$ cat config.mk
export PLATFORM = sky130hd
export DESIGN_NAME = sa_col_drain
export DESIGN_NICKNAME = d
export VERILOG_FILES = /design/src/rtl/sa_col_drain.sv
export SDC_FILE = /design/constraint.sdc
export NUM_CORES = 1
export LEC_CHECK = 0
export ABC_AREA = 1
export BUFFER_PORTS_ARGS = -buffer_cell sky130_fd_sc_hd__clkbuf_2
export CAP_MARGIN = 20
export CORE_MARGIN = 1.5
export CORE_UTILIZATION = 49
export CTS_BUF_LIST = sky130_fd_sc_hd__clkbuf_4
export DETAILED_ROUTE_END_ITERATION = 8
export PLACE_DENSITY = 0.77
export SETUP_SLACK_MARGIN = 0.4
export SYNTH_ARGS = -nofsm -noshare
export SYNTH_HDL_FRONTEND = slang
export SYNTH_SLANG_ARGS = --single-unit
$ cat constraint.sdc
create_clock -name clk -period 3.7 [get_ports clk]
set_input_delay 0.37 -clock clk [delete_from_list [all_inputs] [get_ports clk]]
set_output_delay 0.37 -clock clk [all_outputs]
set_load 0.02 [all_outputs]
$ cat src/rtl/sa_col_drain.sv
// Column drain for the systolic array: captures one row of COL accumulators and
// serializes them one column per cycle. Optional macro DRAIN_BIAS_EN adds a saturating per-row bias.
module sa_col_drain #(
  parameter int COL   = 3,
  parameter int W_ACC = 32
) (
  input  logic                   clk,
  input  logic                   rst,
  input  logic                   i_load_valid,
  output logic                   o_load_ready,
  input  logic [COL*W_ACC-1:0]   i_psum,
`ifdef DRAIN_BIAS_EN
  input  logic [W_ACC-1:0]       i_bias,
`endif
  input  logic                   i_hold,
  output logic [W_ACC-1:0]       o_data,
  output logic [COL-1:0]         o_data_valid,
  output logic                   o_last,
  output logic                   o_busy
);

  localparam int IW = (COL > 1) ? $clog2(COL) : 1;

  typedef enum logic {
    IDLE,
    DRAIN
  } state_t;

  state_t           state;
  logic [IW-1:0]    idx;
  logic [W_ACC-1:0] shadow [COL];
  logic [W_ACC-1:0] word_out;
  logic             last_col;
  logic             load_accept;

  assign last_col = (idx == IW'(COL - 1));

  // Ready also on the final column so the next row follows without a bubble.
  assign o_load_ready = !rst && ((state == IDLE) ||
                                 ((state == DRAIN) && last_col && !i_hold));
  assign load_accept  = i_load_valid && o_load_ready;

`ifdef DRAIN_BIAS_EN
  logic [W_ACC-1:0] bias_q;
  logic [W_ACC:0]   sum_ext;

  // One extra bit of headroom exposes overflow as a mismatch of the top two bits.
  always_comb begin
    sum_ext  = {shadow[idx][W_ACC-1], shadow[idx]} + {bias_q[W_ACC-1], bias_q};
    word_out = sum_ext[W_ACC-1:0];
    if (sum_ext[W_ACC] != sum_ext[W_ACC-1]) begin
      word_out = sum_ext[W_ACC] ? {1'b1, {(W_ACC-1){1'b0}}}
                                : {1'b0, {(W_ACC-1){1'b1}}};
    end
  end

  always_ff @(posedge clk) begin
    if (rst) begin
      bias_q <= '0;
    end else if (load_accept) begin
      bias_q <= i_bias;
    end
  end
`else
  always_comb begin
    word_out = shadow[idx];
  end
`endif

  always_ff @(posedge clk) begin
    if (rst) begin
      state        <= IDLE;
      idx          <= '0;
      o_data       <= '0;
      o_data_valid <= '0;
      o_last       <= 1'b0;
      o_busy       <= 1'b0;
      for (int c = 0; c < COL; c++) begin
        shadow[c] <= '0;
      end
    end else begin
      case (state)
        IDLE: begin
          o_data_valid <= '0;
          o_last       <= 1'b0;
          if (load_accept) begin
            for (int c = 0; c < COL; c++) begin
              shadow[c] <= i_psum[c*W_ACC +: W_ACC];
            end
            idx    <= '0;
            state  <= DRAIN;
            o_busy <= 1'b1;
          end
        end

        DRAIN: begin
          if (i_hold) begin
            // Stall: data and position stay put so no column is lost or repeated.
            o_data_valid <= '0;
            o_last       <= 1'b0;
          end else begin
            o_data       <= word_out;
            o_data_valid <= COL'(1) << idx;
            o_last       <= last_col;
            if (!last_col) begin
              idx <= idx + IW'(1);
            end else if (load_accept) begin
              for (int c = 0; c < COL; c++) begin
                shadow[c] <= i_psum[c*W_ACC +: W_ACC];
              end
              idx <= '0;
            end else begin
              state  <= IDLE;
              o_busy <= 1'b0;
            end
          end
        end

        default: begin
          state <= IDLE;
        end
      endcase
    end
  end

endmodule
* Yosys cells after proc, flatten, opt, wreduce, memory -nomap -nowiden
Memory sizes are Yosys's and may differ from the RTL's. A register that Yosys moved wholly into a read port is not among the register bits.
Index checks and enable logic that the tools add are counted.
** Cells by class
- $add $sub $neg :: 1
- Eq/ne operators :: 5
- Shifts and indexed selects :: 1
- Muxes and demuxes :: 33
- Bitwise logic cells :: 8
- Reduce and logical (&&, ||, !) cells :: 9
** Operators with widths (count)
- 32-bit two-way mux :: 6
- 1-bit two-way mux :: 18
- 2-bit two-way mux :: 3
- 2-bit != test (second input constant) :: 3
- 1-bit OR :: 6
- 1-bit one-hot mux with 2 select lines :: 3
- 3-bit one-hot mux with 2 select lines :: 1
- 1-bit logical AND :: 4
- 2-bit one-hot mux with 2 select lines :: 1
- 4-bit AND reduction :: 1
- 3-bit two-way mux :: 1
- 1-bit by 2-bit left shift with 3-bit output (first input constant) :: 1
- 2-bit by 1-bit adder with 2-bit output (second input constant) :: 1
- 2-bit == test (second input constant) :: 1
- 1-bit zero test :: 2
- 2-bit by 1-bit != test with 1-bit output (second input constant) :: 1
- 1-bit inverter :: 2
- 2-bit AND reduction :: 1
- 1-bit logical OR :: 1
** Word-level totals
- Flip-flop bits (word level) :: 8
- RAM bits :: 96
- Input port bits :: 100
- Output and inout port bits :: 38
- Logic and storage cells :: 63
- Memories :: 1
** Memories
- shadow :: words 3, width 32, read ports 1, clocked after Yosys merged registers in 1, write ports 3, line 31 : logic [W_ACC-1:0] shadow [COL];

* Depth between registers and ports, before layout
- Word-level depth :: 13
- Gate-level depth with buffers :: 12
- Depth with buffers taken out :: 10

* Least setup slack after synthesis
No wires, ideal clock.
- Path kind :: register -> register
- Start point :: register idx[0]
- End point :: memory shadow[0][0], enable pin
- Library setup time :: 0.901 ns
- Arrival :: 2.548 ns
- Data required time :: 2.799 ns
- Path slack :: 0.250 ns
- Cell stages (with the launch flop) :: 9
- Buffers on the path :: 0
- Clock period less this slack :: 3.450 ns
- Path through :: dfxtp_1 -> inv_2 -> nand2_1 -> nand2_1 -> nand4_1 -> inv_1 -> ha_1 -> nor2_1 -> nand2_1
** RTL lines
- start: declaration :: line 30 : logic [IW-1:0] idx;
- start signal: assignment :: line 106 : idx <= idx + IW'(1);
- end: declaration :: line 31

==> impl_metrics.ini <==
[power_and_ir_drop]
ir_worst_vdd_uv = 267
report.power.total_mw = 3.23
power_density_nw_per_um2 = 486
power.leakage_nw = 3.17

[timing]
hold_violations = 0
finalCriticalPeriod_ps = 2380
worst_slew_pin_slew_ps = 862
final.setup.tns_ps = 0
setup_viol = 0
max-slew-margin-rel = 0.424
fin_ws_ps = 1320
drv_slew = 0
fmax_mhz = 420
rsz0062_at_grt = no
clock_skew_ps = 21.2
finalCritPeriodShare = 0.643

[placement]
io_buffers = 137
place_ws_ps = 1320
place_congestion = 0.764
dp_hpwl_mm = 7.86
dp_cells = 794

[final_layout]
syn2layout_area_growth_pct = 21.0
nNetsFinal = 774
stdcell_count = 827
final_layout_size_suffix_gt1_frac = 0.262
final_common_cell = clkbuf_2
final_cell_mix = clkbuf_2, inv_1, nor2_1, edfxtp_1, nand2_1

[synth]
syn_area_per_cell_um2 = 10.2
synth_cells = 539
yosysSeqAreaShare = 0.670
synth_nets = 640
synth_cell_types = 21
synth_area_um2 = 5500
yosysWarnings = 0
synth-seq-cells = 136

[setup_path]
crit_path_end_kind = flip-flop
critPathArrivalTime_ps = 2630
path_class = reg -> reg
cp-start-kind = flip-flop
critPathRequiredTime_ps = 3950
crit_fanout = 59

[global_routing]
grt_pass1_wl_mm = 18.6
antenna_found_initial = 1
grt_max_degree = 60
grt_pass1_vias = 4052
grt-ovfl-total = 0
grt_use_total = 0.209

[floorplanning]
die_area_um2 = 11900
start_util = 0.505
die_h_um = 109
die_w_um = 109
pin_count = 138
core_um2 = 10900
num_rows = 38

[routing]
antenna_left = 0
wire_per_inst_um = 14.1
first_iter_violations = 181
via_per_inst = 5.07
first_pass_iters = 4
drt-total-wl_mm = 11.7
drc = 0
vias = 4192

[run]
max-cap-violations = 0

[run_status]
status = complete, no violations

[clock_network]
cts_resized = 0
clkSlewWorstSetupHoldPaths_ps = 100
hold_buffers = 0
postCtsSetupBuffers = 0
cts_buffer_depth = 2
cts_made_buffers = 17
htreeDepth = 4
insertion_delay_ps = 510
clock_sinks = 136
cts_tree = done
cts-root-buf = clkbuf_4

[hold_path]
min_path_type = in -> reg
==> cells by family (layout without fill, tap and decap cells) <==
family          after synthesis  after routing  synth area share
buf+inv                     136            283             0.103
fa+ha+maj                     1              1           0.00227
other cells                   0              1                 0
simple gates                163            163             0.114
flops                       136            136             0.670
compound gates              103            103             0.111
==> sequential cells by signal, indices dropped and copies added (netlist names) <==
name / flops
o_data: 32
shadow: 96
o_last: 1
state: 1
o_data_valid: 3
o_busy: 1
idx: 2
==> final cells by class <==
cell class	count	area, µm²
clock inverter	11	203
tap	140	175
sequential	136	3680
clock buffer	21	158
timing repair buffer	145	771
antenna	1	2.50
inverter	106	398
multi-input combinational	267	1260
fill	891	4230
==> power breakdown <==
part | switching [mW] | internal (mW)
clock | 0.492 | 0.695
sequential | 0.0345 | 1.72
combinational | 0.188 | 0.105
==> worst max-delay path, stage by stage (launching register included) <==
cell,delay (ps)
dfxtp_1,430
inv_2,80
nand2_1,120
nand2_1,80
nand4_1,100
inv_1,50
ha_1,190
nand2_1,70
nand2_1,60
inv_2,480
buf_12,330
nor2_1,90
==> cell usage after synthesis <==
master,count,area share
ha_1,1,0.0023
a21boi_0,1,0.0014
inv_2,2,0.0014
clkbuf_1,8,0.0055
inv_1,104,0.071
nor3_1,1,0.00091
edfxtp_1,96,0.52
nor2_1,104,0.071
nand4_1,2,0.0023
dfxtp_1,40,0.15
o21ai_0,35,0.032
buf_6,5,0.010
nand2_2,1,0.0011
nand3_1,2,0.0018
a21oi_1,13,0.012
buf_1,4,0.0027
a22oi_1,22,0.030
or2_2,1,0.0011
buf_2,13,0.012
a31oi_1,32,0.036
nand2_1,52,0.035
==> final timing paths <==
kind                   end  depth (start not counted)  slack (ps)   start
min reg2reg         o_busy                          2         490  o_busy
min                 o_busy                          2         110     rst
max reg2reg  shadow[1][20]                         11        1320  idx[0]
max          shadow[1][20]                         11        1320  idx[0]
==> metal layers <==
metal,GRT usage,share of wire,vias to the layer above
met5,0,0,-
met3,0.0520,0.075,27
met1,0.253,0.41,1972
met4,0.109,0.024,0
met2,0.346,0.49,157
li1,-,-,2036
==> through the flow <==
stage / hold WS [ps] / area [µm²] / utilization
finish: 112 / 6650 / 0.611
global route: 71.5 / 6650 / 0.611
floorplan: 439 / 5500 / -
global placement: 459 / 6290 / 0.578
CTS: 58.8 / 6650 / 0.611
detailed placement: 468 / 6290 / 0.578
Power figures use the tool's default switching activity.
